## src/rtl/store_rmw_unit.sv

```systemverilog
// Store read-modify-write unit: merges byte/half stores into a full memory word
// via a read, and writes whole words directly.

package store_rmw_pkg;

    localparam logic [1:0] WCONV_WORD = 2'b00;
    localparam logic [1:0] WCONV_HALF = 2'b01;
    localparam logic [1:0] WCONV_BYTE = 2'b10;

    function automatic logic is_misaligned(input logic [1:0] width, input logic [1:0] lane);
        return ((width == WCONV_HALF) && lane[0]) ||
               ((width == WCONV_WORD) && (lane != 2'b00));
    endfunction

    // Any width code other than WORD or HALF is treated as a byte store.
    function automatic logic [31:0] merge_word(input logic [1:0]  width,
                                               input logic [1:0]  lane,
                                               input logic [31:0] mem_word,
                                               input logic [15:0] src);
        logic [31:0] merged;
        merged = mem_word;
        if (width == WCONV_HALF) begin
            if (lane[1]) merged[31:16] = src;
            else         merged[15:0]  = src;
        end else begin
            case (lane)
                2'd0:    merged[7:0]   = src[7:0];
                2'd1:    merged[15:8]  = src[7:0];
                2'd2:    merged[23:16] = src[7:0];
                default: merged[31:24] = src[7:0];
            endcase
        end
        return merged;
    endfunction

endpackage

module store_rmw_unit
    import store_rmw_pkg::*;
#(
    parameter int ADDR_W = 32
) (
    input  logic              clk,
    input  logic              rst_n,
    input  logic              iReqValid,
    output logic              oReqReady,
    input  logic [1:0]        iWidthType,
    input  logic [ADDR_W-1:0] iAddr,
    input  logic [31:0]       iRfData,
    output logic [ADDR_W-1:0] oMemAddr,
    output logic              oMemRe,
    input  logic [31:0]       iMemRdata,
    input  logic              iMemRvalid,
    output logic              oMemWe,
    output logic [31:0]       oMemWdata,
    input  logic              iMemWack,
    output logic              oDone,
    output logic              oMisalign
);

    typedef enum logic [1:0] {
        S_IDLE  = 2'd0,
        S_READ  = 2'd1,
        S_WRITE = 2'd2
    } state_e;

    state_e            state_q,     state_d;
    logic [1:0]        width_q,     width_d;
    logic [1:0]        lane_q,      lane_d;
    logic [15:0]       src_q,       src_d;
    logic [ADDR_W-1:0] mem_addr_q,  mem_addr_d;
    logic [31:0]       mem_wdata_q, mem_wdata_d;
    logic              mem_re_q,    mem_re_d;
    logic              mem_we_q,    mem_we_d;
    logic              done_q,      done_d;
    logic              misalign_q,  misalign_d;
    logic              ready_q,     ready_d;

    always_comb begin
        // NOTE: every signal gets a default before the case so no path leaves it unassigned (no latch).
        state_d     = state_q;
        width_d     = width_q;
        lane_d      = lane_q;
        src_d       = src_q;
        mem_addr_d  = mem_addr_q;
        mem_wdata_d = mem_wdata_q;
        mem_re_d    = mem_re_q;
        mem_we_d    = mem_we_q;
        ready_d     = ready_q;
        done_d      = 1'b0;
        misalign_d  = 1'b0;

        case (state_q)
            S_IDLE: begin
                if (iReqValid && ready_q) begin
                    if (is_misaligned(iWidthType, iAddr[1:0])) begin
                        misalign_d = 1'b1;
                    end else begin
                        width_d    = iWidthType;
                        lane_d     = iAddr[1:0];
                        src_d      = iRfData[15:0];
                        mem_addr_d = {iAddr[ADDR_W-1:2], 2'b00};
                        ready_d    = 1'b0;
                        if (iWidthType == WCONV_WORD) begin
                            mem_wdata_d = iRfData;
                            mem_we_d    = 1'b1;
                            state_d     = S_WRITE;
                        end else begin
                            mem_re_d = 1'b1;
                            state_d  = S_READ;
                        end
                    end
                end
            end

            S_READ: begin
                if (iMemRvalid) begin
                    mem_wdata_d = merge_word(width_q, lane_q, iMemRdata, src_q);
                    mem_re_d    = 1'b0;
                    mem_we_d    = 1'b1;
                    state_d     = S_WRITE;
                end
            end

            S_WRITE: begin
                if (iMemWack) begin
                    mem_we_d = 1'b0;
                    done_d   = 1'b1;
                    ready_d  = 1'b1;
                    state_d  = S_IDLE;
                end
            end

            default: begin
                mem_re_d = 1'b0;
                mem_we_d = 1'b0;
                ready_d  = 1'b1;
                state_d  = S_IDLE;
            end
        endcase
    end

    always_ff @(posedge clk or negedge rst_n) begin
        if (!rst_n) begin
            state_q     <= S_IDLE;
            width_q     <= WCONV_WORD;
            lane_q      <= 2'b00;
            src_q       <= '0;
            mem_addr_q  <= '0;
            mem_wdata_q <= '0;
            mem_re_q    <= 1'b0;
            mem_we_q    <= 1'b0;
            done_q      <= 1'b0;
            misalign_q  <= 1'b0;
            ready_q     <= 1'b1;
        end else begin
            // NOTE: non-blocking assignments so every flop samples the pre-edge values.
            state_q     <= state_d;
            width_q     <= width_d;
            lane_q      <= lane_d;
            src_q       <= src_d;
            mem_addr_q  <= mem_addr_d;
            mem_wdata_q <= mem_wdata_d;
            mem_re_q    <= mem_re_d;
            mem_we_q    <= mem_we_d;
            done_q      <= done_d;
            misalign_q  <= misalign_d;
            ready_q     <= ready_d;
        end
    end

    assign oReqReady = ready_q;
    assign oMemAddr  = mem_addr_q;
    assign oMemRe    = mem_re_q;
    assign oMemWe    = mem_we_q;
    assign oMemWdata = mem_wdata_q;
    assign oDone     = done_q;
    assign oMisalign = misalign_q;

endmodule

```

## config.mk

```make
export PLATFORM = sky130hd
export DESIGN_NAME = store_rmw_unit
export DESIGN_NICKNAME = d
export VERILOG_FILES = /design/src/rtl/store_rmw_unit.sv
export SDC_FILE = /design/constraint.sdc
export NUM_CORES = 1
export LEC_CHECK = 0
export BUFFER_PORTS_ARGS = -buffer_cell sky130_fd_sc_hd__buf_2
export CAP_MARGIN = 30
export CORE_ASPECT_RATIO = 0.75
export CORE_MARGIN = 3
export CORE_UTILIZATION = 45
export DETAILED_ROUTE_END_ITERATION = 10
export PLACE_DENSITY = 0.77
export RECOVER_POWER = 100
export SYNTH_ARGS = -nofsm -noshare
export SYNTH_HDL_FRONTEND = slang
export SYNTH_SLANG_ARGS = --single-unit
```

## constraint.sdc

```tcl
create_clock -name clk -period 1.7 [get_ports clk]
set_input_delay 0 -clock clk [delete_from_list [all_inputs] [get_ports clk]]
set_output_delay 0 -clock clk [all_outputs]
set_load 0.03 [all_outputs]
```

### After elaboration in Yosys (flattened, before gate mapping)

Cells that the tools add are included.
Widths: inputs -> output; s select.

* bits in registers: 89
* bits of input ports: 103
* output and inout port bits: 69
* logic and storage cells: 80

* eq/ne operators: 12
* mux-type cells: 38
* bitwise gates (word level): 3
* reductions and logical operators: 16

Operators by type and width (number)
* $mux 32: 5
* $pmux 32 s2: 1
* $mux 16: 2
* $mux 8: 4
* $mux 1: 17
* $reduce_and 5->1: 3
* $ne 2x2->1 const B: 6
* $mux 2: 5
* $pmux 1 s3: 3
* $eq 2x1->1 const B: 4
* $reduce_and 4->1: 2
* $logic_not 2->1: 3
* $pmux 2 s3: 1
* $eq 2x2->1 const B: 2
* $reduce_bool 2->1: 2
* $logic_and 1x1->1: 3
* $not 1->1: 3
* $reduce_and 3->1: 1
* $reduce_or 3->1: 1
* $logic_or 1x1->1: 1

### Logic depth before layout (Yosys ltp)

Gate-level depths: netlist of run 1.

* word-level depth: 6
* gate-level depth with buffers: 7
* mapped depth without buffers: 4

### Worst setup path after synthesis of run 1

OpenSTA, ideal clock, no wires.

* kind: register to register
* from: reg ready_q, in the netlist oReqReady
* to: reg mem_wdata_q[16], in the netlist oMemWdata[16]
* setup time: 0.090 ns
* arrival: 1.736 ns
* data required time: 1.610 ns
* path slack: -0.125 ns
* cell stages (with the launch flop): 7
* path buffers: 2
* period minus slack after synthesis: 1.825 ns
* cells stage by stage: dfstp_2 -> and3b_2 -> a32oi_4 -> or2_1 -> buf_6 -> buf_12 -> o31ai_4

* longest elaborated chain between the ends: 3

Ends and longest elaborated chain
* start, declared: line 77 `logic ready_q, ready_d;`
* start signal, assigned: line 168 `ready_q <= ready_d;`
* $logic_and 1x1->1: line 95 `if (iReqValid && ready_q) begin`
* $ne 2x2->1 (no line)
* $reduce_and 5->1 (no line)
* end signal, assigned: line 163 `mem_wdata_q <= mem_wdata_d;`
* end, declared: line 72 `logic [31:0] mem_wdata_q, mem_wdata_d;`

Every way passes these cells.
A chain may end at the register's enable or synchronous reset.

### Worst setup path after layout of run 1

* from: reg ready_q, in the netlist oReqReady
* to: reg mem_wdata_q[3], in the netlist oMemWdata[3]

Same word-level chain as after synthesis.

==> metrics.log, run 1 <==
[metrics] total wire length: 13.28 mm
[metrics] most common cell after layout, fill and taps aside: sky130_fd_sc_hd__buf_2
[metrics] Crit-path slowest cell: sky130_fd_sc_hd__dfstp_2
[metrics] maximum level of the CTS H-tree: 3
[metrics] Critical Path Sink Type: register
[metrics] Die Height: 93.42 µm
[metrics] slew of the pin with the lowest slew margin: 1222 ps
[metrics] Mapped Cells: 373
[metrics] insertion delay of the later-clocked pin in the worst-skew pair: 330 ps
[metrics] kind of critical path: register to register
[metrics] worst stage delay on the critical path: 520 ps
[metrics] overall global routing resource usage: 0.2294
[metrics] startpoint of the worst-slack reg-to-reg timing path: oReqReady
[metrics] highest ir drop seen on vdd: 0.001060 V
[metrics] I/O Buffers: 169
[metrics] Yosys warning count: 0
[metrics] combinational family with the most area after synthesis: multiplexers
[metrics] count of endpoints failing setup in the final report: 0
[metrics] worst hold slack: 10.67 ps
[metrics] DRC marker count from the first detailed-route iteration: 283
[metrics] area growth from synthesis to layout: 44.01%
[metrics] area of the core region: 9774 µm²
[metrics] DPL Wire Length: 8.769 mm
[metrics] Filler Cell Count: 742
[metrics] number of max-slew violations in the final report: 0
[metrics] classification of the worst-slack hold path: input port to register
[metrics] dominant cells by area after synthesis: sky130_fd_sc_hd__dfrtp_1, sky130_fd_sc_hd__mux2_2, sky130_fd_sc_hd__mux2i_1
[metrics] buffer cell driving the clock tree root: sky130_fd_sc_hd__clkbuf_16
[metrics] proportion of layout cells with a drive suffix above 1: 0.4016
[metrics] Setup Skew: 3.953 ps
[metrics] RD Place Congestion: 0.9027
[metrics] Placement Cell Area: 5638 µm²
[metrics] setup repair after global routing missed its margin: true
[metrics] post-route DRC violation count: 0
[metrics] final hold violation count: 0
[metrics] clock transition at the registers of the reported paths: 60 ps
[metrics] share of synthesized area occupied by flip-flops and latches: 0.4859
[metrics] top fanout value on the critical path: 9
[metrics] Pleak: 3.072 nW
[metrics] result of the run: finished, final reports clean
[metrics] Data required, critical path: 1930 ps
[metrics] leading cell types in the layout, fill and taps excluded: sky130_fd_sc_hd__buf_2, sky130_fd_sc_hd__dfrtp_1, sky130_fd_sc_hd__clkbuf_1
[metrics] post-route cell area: 6604 µm²
[metrics] grt total ovfl: 0
[metrics] Worst Path Arrival: 1930 ps
[metrics] TritonCTS clock tree: built
[metrics] area share of xor/xnor cells in the synthesized design: 0
[metrics] Cell variety after synth: 36
[metrics] flops & latches, synth: 89
[metrics] FMAX: 589.7 MHz
[metrics] max-capacitance violation count: 0
[metrics] leading area contributor after synthesis: sky130_fd_sc_hd__dfrtp_1
[metrics] std cell rows: 31
[metrics] fraction of the mapped netlist area in adder cells: 0
[metrics] worst-path cell chain: and3b_2, a32oi_4, or2_4, buf_12, o31ai_1
[metrics] nets: 710
[metrics] initial antenna violation count: 0
[metrics] Synth async-reset ratio: 1.000
[metrics] number of top-level design ports: 172
[metrics] via total after detailed routing: 3904
[metrics] TritonCTS buffer count: 9
[metrics] die width: 122.6 µm
[metrics] nature of the critical path startpoint: register
[metrics] average detailed-routed wire length per instance: 17.90 µm
[metrics] area fraction in compound gates after synthesis: 0.1255
[metrics] Slew HR: 0.1854
[metrics] antenna viol nets, final: 0
[metrics] proportion of synthesized area in mux cells: 0.2786
[metrics] power density of the placed cells: 1788 nW/µm²
[metrics] EDFF count, synth: 0
[metrics] period utilisation layout: 0.9976
[metrics] post-synthesis simple-gate area fraction: 0.07231
[metrics] startpoint of the worst setup timing path: oReqReady
[metrics] maximum number of pins on one net before global-route repair: 44
[metrics] area share of the largest cell type after synthesis: 0.4802
[metrics] cell area after technology mapping: 4586 µm²
[metrics] synthesized area per cell: 12.29 µm²
[metrics] Initial Util: 0.4692
[metrics] via count of the first global-routing pass: 4100
[metrics] clock period minus final worst setup slack: 1696 ps
[metrics] global-route wire length before repair: 20.44 mm
[metrics] first-pass iteration count of the detailed router: 4
[metrics] diode count: 0
[metrics] most used flip-flop cell after synthesis: sky130_fd_sc_hd__dfrtp_1
[metrics] via density per instance: 5.261
[metrics] Hold Startpoint: iRfData[31]
[metrics] Clock Path Buffers: 2
[metrics] total die area: 11450 µm²
[metrics] number of clock sinks seen by CTS: 89
through the flow:
| stage | worst slack (ps) | std cells | TNS (ps) | power, mW | util |
|---|---|---|---|---|---|
| finish | 4.118 | 742 | 0 | 11.81 | 0.6756 |
| global route | -30.33 | 742 | -310.5 | 12.47 | 0.6756 |
| CTS | 5.413 | 739 | 0 | 11.79 | 0.6695 |
| detailed placement | -6.723 | 663 | -18.59 | 9.713 | 0.5768 |
| global placement | 37.62 | 663 | 0 | 9.524 | 0.5768 |
| floorplan | -124.5 | 374 | -2107 | 7.971 | - |
worst max-delay path, delay by kind of cell, from the launching register on:
family | cells | cell delay, ps
AOI/OAI and AO/OA | 2 | 380
buffers and inverters | 1 | 160
DFF | 1 | 520
and+or+nand+nor | 2 | 530
path summary, 6_finish.rpt:
check	cells after the start	endpoint	slack (ps)
setup / recovery	5	oMemWdata[3]	4
hold / removal	4	oMemWdata[31]	10
setup reg to reg	5	oMemWdata[3]	4
hold reg to reg	2	oMemRe	490
max in group asynchronous	2	state_q[0]	410
min in group asynchronous	2	src_q[13]	460
logic make-up after synthesis:
kind of cell / Yosys count
muxes: 114
DFF: 89
and+or+nand+nor: 77
AOI/OAI and AO/OA: 61
buffers and inverters: 31
other: 1
report_power, final:
group          internal, mW  switching, mW  total [mW]
logic                  2.42           3.60        6.02
clock network          1.16          0.756        1.92
registers              3.16          0.714        3.87
cell usage after synthesis, types with 2 or more instances:
master                     count
sky130_fd_sc_hd__mux2_4        9
sky130_fd_sc_hd__nand2b_1      5
sky130_fd_sc_hd__o21a_1        2
sky130_fd_sc_hd__mux2_2       73
sky130_fd_sc_hd__buf_6         2
sky130_fd_sc_hd__nand2_1      20
sky130_fd_sc_hd__buf_4         2
sky130_fd_sc_hd__nor2_1       43
sky130_fd_sc_hd__o31ai_1       7
sky130_fd_sc_hd__clkbuf_1     13
sky130_fd_sc_hd__o31ai_4       9
sky130_fd_sc_hd__nor3_1        2
sky130_fd_sc_hd__o21ai_0      18
sky130_fd_sc_hd__buf_2        11
sky130_fd_sc_hd__dfrtp_1      88
sky130_fd_sc_hd__or2_1         2
sky130_fd_sc_hd__mux2i_1      32
sky130_fd_sc_hd__a21oi_1       2
sky130_fd_sc_hd__o221ai_1     16
registers in the layout (all words and copies together), names as in the netlist, 2 cells and up:
name / cells
oMemWdata: 32
src_q: 16
width_q: 2
lane_q: 2
oMemAddr: 30
state_q: 2
layout make-up:
class	count	area (µm²)	area share
clock inverter	3	42.54	0.006442
timing repair buffer	252	1633	0.2473
clock buffer	11	242.7	0.03676
inverter	1	7.507	0.001137
sequential	89	2230	0.3376
multi-input combinational	254	2283	0.3458
tap	132	165.2	0.02501
per-layer routing:
layer  routed length (µm)  vias to the layer above  part of all wire  GRT usage
met1                 5642                     1892              0.42     0.2927
met4                  183                        0             0.014    0.07456
met3                 1121                       16             0.084    0.06590
met5                    0                        -                 0          0
li1                     -                     1809                 -          -
met2                 6333                      187              0.48     0.3763
repair_timing:
action,4_1_cts,5_1_grt
pin swaps,0,10
setup endpoints to repair,13,35
gates cloned,0,1
endpoints found under the hold margin,109,0
buffers inserted,0,2
gates resized for setup,1,25
hold buffers,62,0
Note: power is estimated with default switching activity, not from simulation.
==> run 2, diff against run 1 <==
CORE_UTILIZATION = 32   (was 45)
CTS_BUF_LIST = sky130_fd_sc_hd__clkbuf_8   (was unset)
PLACE_DENSITY = unset   (was 0.77)
==> run 2 against run 1 <==
Net effect:
- wire length up 9.0%
- die area up 38%
- largest power group unchanged
- first-iteration DRC count down 39%
- critical path type unchanged
- utilization fell by 20 points
- critical endpoint is now oMemWdata[7]
- fmax increased by 0.46%
==> metrics.log, run 2 (synthesized netlist as in run 1, its figures left out) <==
[metrics] result of the run: finished, final reports clean
[metrics] grt total ovfl: 0
[metrics] Sw Pwr: 5.111 mW
[metrics] buffer cell driving the clock tree root: sky130_fd_sc_hd__clkbuf_8
[metrics] nature of the critical path startpoint: register
[metrics] initial antenna violation count: 0
[metrics] cell-internal power: 6.218 mW
[metrics] via total after detailed routing: 3940
[metrics] slew of the pin with the lowest slew margin: 916.0 ps
[metrics] sequential share of power: 0.341
[metrics] FMAX: 592.4 MHz
[metrics] area growth from synthesis to layout: 44.61%
[metrics] insertion delay of the later-clocked pin in the worst-skew pair: 350 ps
[metrics] DPL Wire Length: 9.360 mm
[metrics] I/O Buffers: 169
[metrics] maximum level of the CTS H-tree: 3
[metrics] Setup Skew: 9.108 ps
[metrics] Slew HR: 0.3893
[metrics] average detailed-routed wire length per instance: 18.17 µm
[metrics] global-route wire length before repair: 21.57 mm
[metrics] Placement Cell Area: 5679 µm²
[metrics] die width: 144.2 µm
[metrics] overall global routing resource usage: 0.1754
[metrics] Worst Path Arrival: 1950 ps
[metrics] max-capacitance violation count: 0
[metrics] Critical Path Sink Type: register
[metrics] max reg flops: 32
[metrics] setup repair after global routing missed its margin: true
[metrics] via density per instance: 4.944
[metrics] Pleak: 3.074 nW
[metrics] TritonCTS clock tree: built
[metrics] post-route cell area: 6631 µm²
[metrics] clock transition at the registers of the reported paths: 90 ps
[metrics] highest ir drop seen on vdd: 0.0007946 V
[metrics] proportion of layout cells with a drive suffix above 1: 0.3971
[metrics] number of clock sinks seen by CTS: 89
[metrics] kind of critical path: register to register
[metrics] Clk pwr share: 0.124
[metrics] nets: 720
[metrics] total wire length: 14.48 mm
[metrics] number of top-level design ports: 172
[metrics] area of the core region: 13890 µm²
[metrics] period utilisation layout: 0.9930
[metrics] leading cell types in the layout, fill and taps excluded: sky130_fd_sc_hd__buf_2, sky130_fd_sc_hd__dfrtp_1, sky130_fd_sc_hd__mux2_2
[metrics] total die area: 15820 µm²
[metrics] power density of the placed cells: 1708 nW/µm²
[metrics] via count of the first global-routing pass: 4194
[metrics] final hold violation count: 0
[metrics] diode count: 0
[metrics] top fanout value on the critical path: 8
[metrics] post-route DRC violation count: 0
[metrics] DRC marker count from the first detailed-route iteration: 174
[metrics] switching fraction of total power: 0.4511
[metrics] first-pass iteration count of the detailed router: 4
[metrics] most common cell after layout, fill and taps aside: sky130_fd_sc_hd__buf_2
[metrics] antenna viol nets, final: 0
[metrics] count of endpoints failing setup in the final report: 0
[metrics] clock period minus final worst setup slack: 1688 ps
[metrics] logic gate share of total power: 0.535
[metrics] utilization of the core after routing: 0.4775
[metrics] Data required, critical path: 1970 ps
[metrics] Die Height: 109.7 µm
[metrics] Initial Util: 0.3302
[metrics] TritonCTS buffer count: 9
[metrics] Clock Path Buffers: 2
[metrics] RD Place Congestion: 0.7633
[metrics] number of max-slew violations in the final report: 0
[metrics] classification of the worst-slack hold path: input port to register
[metrics] std cell rows: 37
[metrics] maximum number of pins on one net before global-route repair: 45
run 2: worst paths after layout:
| kind | startpoint | endpoint | slack, ps | depth (start not counted) |
|---|---|---|---|---|
| setup / recovery | oReqReady | oMemWdata[7] | 10 | 5 |
| hold / removal | iRfData[28] | oMemWdata[28] | 40 | 4 |
| setup reg to reg | oReqReady | oMemWdata[7] | 10 | 5 |
| hold reg to reg | width_q[1] | width_q[1] | 510 | 1 |
| max in group asynchronous | rst_n | oReqReady | 400 | 3 |
| min in group asynchronous | rst_n | oMemWdata[29] | 310 | 2 |
run 2: per-layer routing:
metal | up-vias | share of wire | global-route usage
met5 | - | 0 | 0
met4 | 0 | 0.0099 | 0.04261
met3 | 9 | 0.078 | 0.05435
met2 | 182 | 0.47 | 0.2872
met1 | 1922 | 0.44 | 0.2286
li1 | 1827 | - | -
run 2: per-stage QoR:
stage	std cells	hold slack, ps	worst slack (ps)	TNS [ps]	power, mW
finish	797	36.60	11.88	0	11.33
floorplan	374	-295.6	-124.5	-2107	7.971
detailed placement	706	-7.710	-54.36	-419.0	9.771
global placement	706	-6.666	-0.8040	-0.8040	9.645
CTS	791	5.973	29.99	0	11.36
global route	797	29.74	-28.97	-621.1	12.05
run 2: area by class of cell:
class	instances	area (µm²)
tap	175	219.0
inverter	1	3.754
multi-input combinational	254	2271
timing repair buffer	262	1727
fill	1286	7257
clock inverter	7	57.56
clock buffer	9	123.9
sequential	89	2230
run 2: repair_timing:
| item | 4_1_cts | 5_1_grt |
|---|---|---|
| gates cloned | 0 | 4 |
| gates resized for setup | 1 | 24 |
| hold endpoints to repair | 125 | 0 |
| hold buffers | 69 | 0 |
| setup endpoints to repair | 16 | 77 |
| setup buffers | 0 | 2 |
| pin swaps | 0 | 11 |
run 2: power by group through the flow:
stage               Combinational (mW)  Sequential, mW  Clock, mW
detailed placement                5.92            3.85          0
finish                            6.06            3.87       1.40
floorplan                         2.75            5.22          0
global placement                  5.84            3.80          0
CTS                               6.05            3.83       1.48
global route                      6.49            4.00       1.55
run 2: worst max-delay path: stages (launching register included):
cell and delay [ps]:
sky130_fd_sc_hd__dfstp_2 530, sky130_fd_sc_hd__and3b_2 210, sky130_fd_sc_hd__a32oi_4 140, sky130_fd_sc_hd__or2_4 310
sky130_fd_sc_hd__clkbuf_16 190, sky130_fd_sc_hd__o31ai_4 220
==> run 3, diff against run 2 <==
==> constraint.sdc (replaced) <==
create_clock -name clk -period 1.7 [get_ports clk]
set_input_delay 0.255 -clock clk [delete_from_list [all_inputs] [get_ports clk]]
set_output_delay 0.255 -clock clk [all_outputs]
set_load 0.03 [all_outputs]
==> run 3 against run 2 <==
Net effect:
- non-clock buffer count fell by 69
- worst hold slack improved by 80 ps
- design area fell by 10%
- sequential power barely moved
- power rose by 0.30%
- critical path depth did not move
- clock power rose by 20%
- critical path type unchanged
- critical endpoint is now oMemWdata[2]
==> metrics.log, run 3 (synthesized netlist as in run 1, its figures left out) <==
[metrics] end of the worst register-to-register path: oMemWdata[2]
[metrics] Die Height: 109.7 µm
[metrics] top fanout value on the critical path: 16
[metrics] Crit-path slowest cell: sky130_fd_sc_hd__dfstp_2
[metrics] accumulated negative setup slack: 0 ps
[metrics] Cell Count, Final, Fillers Out: 728
[metrics] cell count of the worst reg-to-reg path: 5
[metrics] post-route DRC violation count: 0
[metrics] Critical Path Sink Type: register
[metrics] clock period minus final worst setup slack: 1695 ps
[metrics] antenna viol nets, final: 0
[metrics] power density of the placed cells: 1911 nW/µm²
[metrics] area growth from synthesis to layout: 29.66%
[metrics] clock transition at the registers of the reported paths: 90 ps
[metrics] nature of the critical path startpoint: register
[metrics] Data required, critical path: 1930 ps
[metrics] total wire length: 13.19 mm
[metrics] kind of critical path: register to register
[metrics] highest ir drop seen on vdd: 0.0007682 V
[metrics] via density per instance: 5.081
[metrics] std cell rows: 37
[metrics] worst slack, placed: -35.01 ps
[metrics] Pleak: 2.771 nW
[metrics] TritonCTS clock tree: built
[metrics] period utilisation layout: 0.9972
[metrics] result of the run: finished, final reports clean
[metrics] global-route wire length before repair: 20.24 mm
[metrics] first-pass iteration count of the detailed router: 4
[metrics] max reg flops: 32
[metrics] FMAX: 589.9 MHz
[metrics] initial antenna violation count: 2
[metrics] diode count: 0
[metrics] most common cell after layout, fill and taps aside: sky130_fd_sc_hd__buf_2
[metrics] average detailed-routed wire length per instance: 18.11 µm
[metrics] worst stage delay on the critical path: 540 ps
[metrics] total die area: 15820 µm²
[metrics] Slew HR: 0.5291
[metrics] number of max-slew violations in the final report: 0
[metrics] maximum number of pins on one net before global-route repair: 43
[metrics] overall global routing resource usage: 0.1667
[metrics] classification of the worst-slack hold path: input port to register
[metrics] insertion delay of the later-clocked pin in the worst-skew pair: 360 ps
[metrics] Worst Path Arrival: 1920 ps
[metrics] grt total ovfl: 0
[metrics] startpoint of the worst setup timing path: oReqReady
[metrics] buffer cell driving the clock tree root: sky130_fd_sc_hd__clkbuf_8
[metrics] startpoint of the worst-slack reg-to-reg timing path: oReqReady
[metrics] maximum level of the CTS H-tree: 3
[metrics] slew of the pin with the lowest slew margin: 706.4 ps
[metrics] leading cell types in the layout, fill and taps excluded: sky130_fd_sc_hd__buf_2, sky130_fd_sc_hd__dfrtp_1, sky130_fd_sc_hd__mux2_2
[metrics] max-capacitance violation count: 0
[metrics] number of top-level design ports: 172
[metrics] final hold violation count: 0
[metrics] nets: 651
[metrics] final setup slack of the worst path: 4.766 ps
[metrics] setup repair after global routing missed its margin: true
[metrics] total chip power: 11.36 mW
[metrics] via total after detailed routing: 3699
[metrics] count of placed standard cells including taps: 711
[metrics] Setup Skew: 8.788 ps
[metrics] I/O Buffers: 169
[metrics] Clock Path Buffers: 2
[metrics] worst-path cell chain: and3b_2, a32oi_4, buf_4, o21ai_0, o31ai_4
[metrics] via count of the first global-routing pass: 3842
[metrics] number of clock sinks seen by CTS: 89
[metrics] count of endpoints failing setup in the final report: 0
[metrics] DRC marker count from the first detailed-route iteration: 139
[metrics] proportion of layout cells with a drive suffix above 1: 0.4485
[metrics] die width: 144.2 µm
[metrics] area of the core region: 13890 µm²
[metrics] Initial Util: 0.3302
[metrics] RD Place Congestion: 0.7424
[metrics] register-to-register path setup slack: 5 ps
[metrics] TritonCTS buffer count: 9
[metrics] DPL Wire Length: 9.557 mm
[metrics] critical path endpoint: oMemWdata[2]
[run 3: cell count changes in the layout (fill, tap and decap cells not counted), sizes merged]
cell,before,now
bufinv,1,2
buf,122,120
inv,5,2
clkbuf,80,83
dlygate4sd3,69,1
[run 3: per-layer routing]
metal / track usage / routed length [µm] / up-vias
met5: 0 / 27 / -
met4: 0.03662 / 189 / 4
met3: 0.05870 / 1139 / 19
met2: 0.2646 / 6072 / 161
met1: 0.2211 / 5758 / 1818
li1: - / - / 1697
[run 3: area by class of cell]
type                    instances  area, µm²
clock buffers                  11      151.4
clock inverters                 5      80.08
fillers                      1346       7943
inverters                       1      3.754
multi-input cells             254       2266
flip-flops and latches         89       2230
well taps                     175      219.0
repair buffers                193      996.0
[run 3: metrics by stage]
stage          instance area (µm²)  hold slack [ps]  utilization
2_1_floorplan                 4589           -40.59            -
3_3_place_gp                  5742            210.5       0.4134
3_5_place_dp                  5742            216.3       0.4134
4_1_cts                       5988            94.72       0.4312
5_1_grt                       5946            93.75       0.4281
6_report                      5946            116.7       0.4281
[run 3: repair_timing]
action,in CTS,in global routing
setup endpoints to repair,19,72
endpoints found under the hold margin,23,0
hold buffers,1,0
cloned,0,0
setup buffers,0,0
pin swaps,0,2
resized for setup,2,24
[run 3: where the power goes]
part	internal, mW	switching (mW)	leakage, nW	total (mW)
Sequential	3.15	0.693	1.07	3.84
Combinational	2.28	3.57	1.58	5.85
Clock	0.907	0.769	0.117	1.68
Total	6.33	5.03	2.77	11.4
[run 3: how the worst min path moves through the flow]
stage	startpoint	to	slack [ps]	cells past startpoint
2_1_floorplan	rst_n	lane_q[0]	-40	0
3_3_place_gp	rst_n	oMemWdata[15]	210	1
3_5_place_dp	rst_n	oMemWdata[15]	220	1
4_1_cts	iAddr[15]	oMemAddr[15]	90	2
5_1_grt	iAddr[13]	oMemAddr[13]	90	2
6_report	iAddr[15]	oMemAddr[15]	120	2
[run 3: critical path: cells and delay by family, from the launching register on]
| kind | cells | cell delay (ps) |
|---|---|---|
| flops | 1 | 540 |
| buf+inv | 1 | 230 |
| compound gates | 3 | 580 |
| simple gates | 1 | 210 |
